**src/rtl/uart_retrans_pkg.sv**
```systemverilog
// uart_retrans_pkg: state encoding and default parameters shared by the
// UART retransmit controller and its timeout timer.
package uart_retrans_pkg;
    typedef enum logic [1:0] {
        ST_IDLE,
        ST_WAIT_RESEND,
        ST_RELEASE,
        ST_ERROR
    } state_t;

    localparam int DEF_DATA_W      = 8;
    localparam int DEF_MAX_RETRY   = 2;
    localparam int DEF_TIMEOUT_CYC = 64;
endpackage

```
**src/rtl/uart_retrans_timer.sv**
```systemverilog
// uart_retrans_timer: saturating resend-wait counter; o_expired is high while
// the count sits at TIMEOUT_CYC-1.
module uart_retrans_timer
    import uart_retrans_pkg::*;
#(
    parameter int TIMEOUT_CYC = DEF_TIMEOUT_CYC
) (
    input  logic i_clk,
    input  logic i_reset,
    input  logic i_clear,
    input  logic i_enable,
    output logic o_expired
);
    localparam int TW = $clog2(TIMEOUT_CYC);
    localparam logic [TW-1:0] LAST = TW'(TIMEOUT_CYC - 1);

    logic [TW-1:0] r_cnt;

    always_ff @(posedge i_clk or posedge i_reset) begin
        if (i_reset)
            r_cnt <= '0;
        else if (i_clear)
            r_cnt <= '0;
        else if (i_enable && r_cnt != LAST)
            r_cnt <= r_cnt + TW'(1);
    end

    assign o_expired = r_cnt == LAST;
endmodule

```
**src/rtl/uart_retrans_ctrl.sv**
```systemverilog
// uart_retrans_ctrl: holds good UART frames for a downstream consumer and asks
// the transmitter to resend bad or missing frames, up to MAX_RETRY times.
module uart_retrans_ctrl
    import uart_retrans_pkg::*;
#(
    parameter int DATA_W      = DEF_DATA_W,
    parameter int MAX_RETRY   = DEF_MAX_RETRY,
    parameter int TIMEOUT_CYC = DEF_TIMEOUT_CYC
) (
    input  logic              i_clk,
    input  logic              i_reset,
    input  logic              i_rx_valid,
    input  logic [DATA_W-1:0] i_rx_data,
    input  logic              i_parity_err,
    input  logic              i_ack,
    input  logic              i_err_clr,
    output logic [DATA_W-1:0] o_data_out,
    output logic              o_valid,
    output logic              o_request_resend,
    output logic              o_error,
    output logic              o_overrun,
    output logic [3:0]        o_retry_cnt
);
    localparam logic [3:0] MAX_R = 4'(MAX_RETRY);

    state_t            r_state, w_state_nx;
    logic [DATA_W-1:0] r_data, w_data_nx;
    logic [3:0]        r_retry, w_retry_nx;
    logic              r_req, w_req_nx;
    logic              r_ovr, w_ovr_nx;
    logic              w_good, w_bad, w_fail, w_expired, w_tclr;

    assign w_good = i_rx_valid & ~i_parity_err;
    assign w_bad  = i_rx_valid & i_parity_err;
    assign w_tclr = (r_state != ST_WAIT_RESEND) | w_fail;

    uart_retrans_timer #(.TIMEOUT_CYC(TIMEOUT_CYC)) u_timer (
        .i_clk    (i_clk),
        .i_reset  (i_reset),
        .i_clear  (w_tclr),
        .i_enable (r_state == ST_WAIT_RESEND),
        .o_expired(w_expired)
    );

    always_ff @(posedge i_clk or posedge i_reset) begin
        if (i_reset) begin
            r_state <= ST_IDLE;
            r_data  <= '0;
            r_retry <= '0;
            r_req   <= 1'b0;
            r_ovr   <= 1'b0;
        end else begin
            r_state <= w_state_nx;
            r_data  <= w_data_nx;
            r_retry <= w_retry_nx;
            r_req   <= w_req_nx;
            r_ovr   <= w_ovr_nx;
        end
    end

    // A bad frame in the cycle right after a resend request cannot be the
    // resent frame, so it is ignored; this also keeps pulses non-adjacent.
    always_comb begin
        w_state_nx = r_state;
        w_data_nx  = r_data;
        w_retry_nx = r_retry;
        w_req_nx   = 1'b0;
        w_ovr_nx   = 1'b0;
        w_fail     = 1'b0;
        case (r_state)
            ST_IDLE: begin
                w_fail = w_bad;
                if (w_good) begin
                    w_state_nx = ST_RELEASE;
                    w_data_nx  = i_rx_data;
                    w_retry_nx = '0;
                end
            end
            ST_WAIT_RESEND: begin
                if (w_good) begin
                    w_state_nx = ST_RELEASE;
                    w_data_nx  = i_rx_data;
                end else
                    w_fail = (w_bad & ~r_req) | (~i_rx_valid & w_expired);
            end
            ST_RELEASE: begin
                w_ovr_nx = i_rx_valid & ~r_ovr;
                if (i_ack) begin
                    w_state_nx = ST_IDLE;
                    w_retry_nx = '0;
                end
            end
            default: begin
                if (i_err_clr) begin
                    w_state_nx = ST_IDLE;
                    w_retry_nx = '0;
                end
            end
        endcase
        if (w_fail) begin
            if (r_retry < MAX_R) begin
                w_req_nx   = 1'b1;
                w_retry_nx = r_retry + 4'd1;
                w_state_nx = ST_WAIT_RESEND;
            end else
                w_state_nx = ST_ERROR;
        end
    end

    assign o_data_out       = r_data;
    assign o_valid          = r_state == ST_RELEASE;
    assign o_error          = r_state == ST_ERROR;
    assign o_request_resend = r_req;
    assign o_overrun        = r_ovr;
    assign o_retry_cnt      = r_retry;
endmodule

```
**config.mk**
```make
export PLATFORM = sky130hd
export DESIGN_NAME = uart_retrans_ctrl
export DESIGN_NICKNAME = d
export VERILOG_FILES = /design/src/rtl/uart_retrans_pkg.sv /design/src/rtl/uart_retrans_timer.sv /design/src/rtl/uart_retrans_ctrl.sv
export SDC_FILE = /design/constraint.sdc
export NUM_CORES = 1
export LEC_CHECK = 0
export CORE_AREA = 2 2 60 45
export DETAILED_ROUTE_END_ITERATION = 8
export DIE_AREA = 0 0 62 47
export GPL_TIMING_DRIVEN = 0
export PLACE_DENSITY = 0.81
export SKIP_CTS_REPAIR_TIMING = 1
export SLEW_MARGIN = 15
export SYNTH_ARGS = -nofsm -noshare
export SYNTH_HDL_FRONTEND = slang
export SYNTH_SLANG_ARGS = --single-unit
```
**constraint.sdc**
```tcl
create_clock -name i_clk -period 1.8 [get_ports i_clk]
set_input_delay 0.27 -clock i_clk [delete_from_list [all_inputs] [get_ports i_clk]]
set_output_delay 0.27 -clock i_clk [all_outputs]
set_load 0.01 [all_outputs]
```
==> metrics.txt <==
worst min path class=in -> async; vias in the first global route=744; Max Transition Viols Final=0; DPL Wire Length=approximately 1.6 mm; share of power burned in registers=42.2%; drt total wl=between 2 and 2.5 mm; pin count of the biggest net entering global routing=23; clock power share=between 10 and 15%; PortBufs=29; PnR Total Power=1.70 mW; Net Sw Power=539 uW; CTS tree=yes; crit end category=register; DRT Pass-1 Iters=4; Rel. slew slack=46.1%; Area contributors post-synth=dfrtp_1 (53%), mux2_2 (9.8%), mux2i_1 (3.9%); first-pass GRT wire length=around 3.3 mm; Starting Density=44.1%; layout cell share with drive strength beyond 1=~17%; Die Area=~0.003 sq mm; Hold Violations, Final=0; Power Density=between 1000 and 1500 mW/mm^2; Sink Count=22; Die W=around 62 um; maximum vdd drop=roughly 540 uV; row count=15; clock root buffer=clkbuf_4; Peak Freq=0.603 GHz; GPL Wtd Cong=about 0.85; Post-Syn Area=between 0.001 and 0.0015 sq mm; Clock transition at path regs=0.11 ns; CP required=roughly 2.0 ns; antenna viol nets, final=0; final hold slack=between 0.4 and 0.5 ns; initial antenna violation count=0; Setup Crit Path Kind=in -> reg; Slew @ Worst Pin=0.808 ns; register area share after synthesis=53.2%; Distinct cells, synth=28; number of antenna diodes=0; Core ar.=0.00235 sq mm; Worst-Skew Late Latency=~0.30 ns; Synth Instances=87; H-Tree Depth=1; total track usage=between 10% and 20%; Worst Clk Skew=approximately 0.0063 ns; Critical Path Start Type=primary input; cell taking the most area after synthesis=dfrtp_1; TritonCTS buffer count=3; syn_area_per_cell=about 12 sq um; num ports=30; RSZ-0062 raised after global routing=no; grt ovf=0; Max-Cap Viols=0; Area Overhead vs Synth=35.1%; CP arrival=about 1.9 ns; final net count=about 140; routed length per instance=between 10 and 15 um; Detailed Route Iter0 Violations=16; area share of the largest cell type after synthesis=between 50 and 60%; syn nets=roughly 100; part of the cycle the worst path needs=approximately 90%; routed via count=756; Fin Setup TNS=0 ns; Yosys reg bits=22; Longest Clk Path Bufs=2; minimum clock period=1.66 ns; final setup fails=0; DRC errors left=0; combinational share of power=45.3%; CP Max Fanout=9; die height=around 47 um; Net Sw Frac=31.6%; Int Pwr=1.16 mW; Pleak=0.604 nW; status=finished clean; Via density=4.94; yosys warns=0
synth_stat cells:
cell type   n
ha_1        2
a22o_1      2
inv_1       2
o22ai_1     1
dfrtp_1    22
nand3b_1    1
a22oi_2     1
nand3_1     2
buf_2       3
nor3b_4     1
or2_2       1
nand2_1     7
mux2_2      9
o21ai_0     3
nor2b_1     2
and2_1      5
a21oi_1     1
xnor2_1     1
nor3_1      3
o21a_1      1
o221ai_4    1
nor2_1      6
a211oi_1    2
and3b_2     1
mux2i_1     4
and3_1      1
nand4b_1    1
nor4_1      1
worst paths after layout:
check / endpoint / slack, ns / cells past startpoint / start
setup / recovery: o_retry_cnt[2]$_DFF_PP0_ / 0.14 / 4 / i_rx_valid
hold / removal: o_retry_cnt[3]$_DFF_PP0_ / 0.43 / 2 / i_reset
setup reg to reg: u_timer.r_cnt[0]$_DFFE_PP0P_ / 0.22 / 5 / u_timer.r_cnt[0]$_DFFE_PP0P_
hold reg to reg: o_data_out[4]$_DFFE_PP0P_ / 0.52 / 1 / o_data_out[4]$_DFFE_PP0P_
max in group asynchronous: u_timer.r_cnt[1]$_DFFE_PP0P_ / 0.86 / 2 / i_reset
min in group i_clk: o_data_out[4]$_DFFE_PP0P_ / 0.52 / 1 / o_data_out[4]$_DFFE_PP0P_
per-layer routing:
layer	vias to the layer above	global-route usage, %	share of wire [%]
met5	-	0	0
met4	0	5.11	1.6
met3	4	6.06	4.9
met2	24	27.7	49
met1	357	19.0	44
li1	371	-	-
critical path, cell delays in order:
cell and delay [ns]:
clkdlybuf4s50_1 0.66, nor3b_4 0.50, a22oi_2 0.20, a22o_1 0.21
cells by family (layout without fill, tap and decap cells):
logic type      count (synthesis)  after routing  synth area share, %
xor+xnor                        1              1                0.847
compound gates                 12             12                 10.2
buf+inv                         5             37                 2.18
fa+ha+maj                       2              2                 2.42
simple gates                   32             32                 17.5
mux                            13             13                 13.7
flops                          22             22                 53.2
sequential cells by signal, indices dropped and copies added, names as in the netlist:
signal,count
o_data_out,8
o_request_resend,1
o_retry_cnt,4
r_state,2
o_overrun,1
u_timer.r_cnt,6
power groups by stage:
stage | combinational (mW) | clock, mW | sequential [mW]
finish | 0.772 | 0.212 | 0.719
global route | 0.841 | 0.245 | 0.737
CTS | 0.782 | 0.224 | 0.720
detailed placement | 0.778 | 0 | 0.731
global placement | 0.751 | 0 | 0.720
floorplan | 0.339 | 0 | 0.781
layout by cell type (no fill, tap or decap):
master | Yosys | layout
nor3_1 | 3 | 3
ha_1 | 2 | 2
inv_1 | 2 | 2
dlymetal6s2s_1 | 0 | 2
and2_1 | 5 | 5
buf_2 | 3 | 2
o21a_1 | 1 | 1
mux2i_1 | 4 | 4
o22ai_1 | 1 | 1
nor2_1 | 6 | 6
nand2_1 | 7 | 7
nor2b_1 | 2 | 2
a22o_1 | 2 | 2
and3b_2 | 1 | 1
clkdlybuf4s50_1 | 0 | 27
a22oi_2 | 1 | 1
nand4b_1 | 1 | 1
xnor2_1 | 1 | 1
dfrtp_1 | 22 | 22
a211oi_1 | 2 | 2
or2_2 | 1 | 1
o21ai_0 | 3 | 3
nor4_1 | 1 | 1
and3_1 | 1 | 1
nor3b_4 | 1 | 1
nand3b_1 | 1 | 1
o221ai_4 | 1 | 1
clkbuf_4 | 0 | 4
a21oi_1 | 1 | 1
mux2_2 | 9 | 9
nand3_1 | 2 | 2
per-stage QoR:
stage / setup WS [ns] / util, % / cell area (sq um) / cells
finish: 0.142 / 59.6 / 1400 / 153
global placement: -0.126 / 58.3 / 1370 / 150
detailed placement: -0.180 / 58.3 / 1370 / 150
floorplan: 0.377 / - / 1030 / 87
CTS: -0.0871 / 59.3 / 1390 / 153
global route: 0.110 / 59.6 / 1400 / 153
cell type report:
type / count / area, sq um
clock buffers: 3 / 22.5
fillers: 192 / 948
flip-flops and latches: 22 / 551
repair buffers: 29 / 295
inverters: 2 / 7.51
multi-input cells: 60 / 462
well taps: 34 / 42.5
plain buffers: 3 / 17.5
Power figures use the tool's default switching activity.
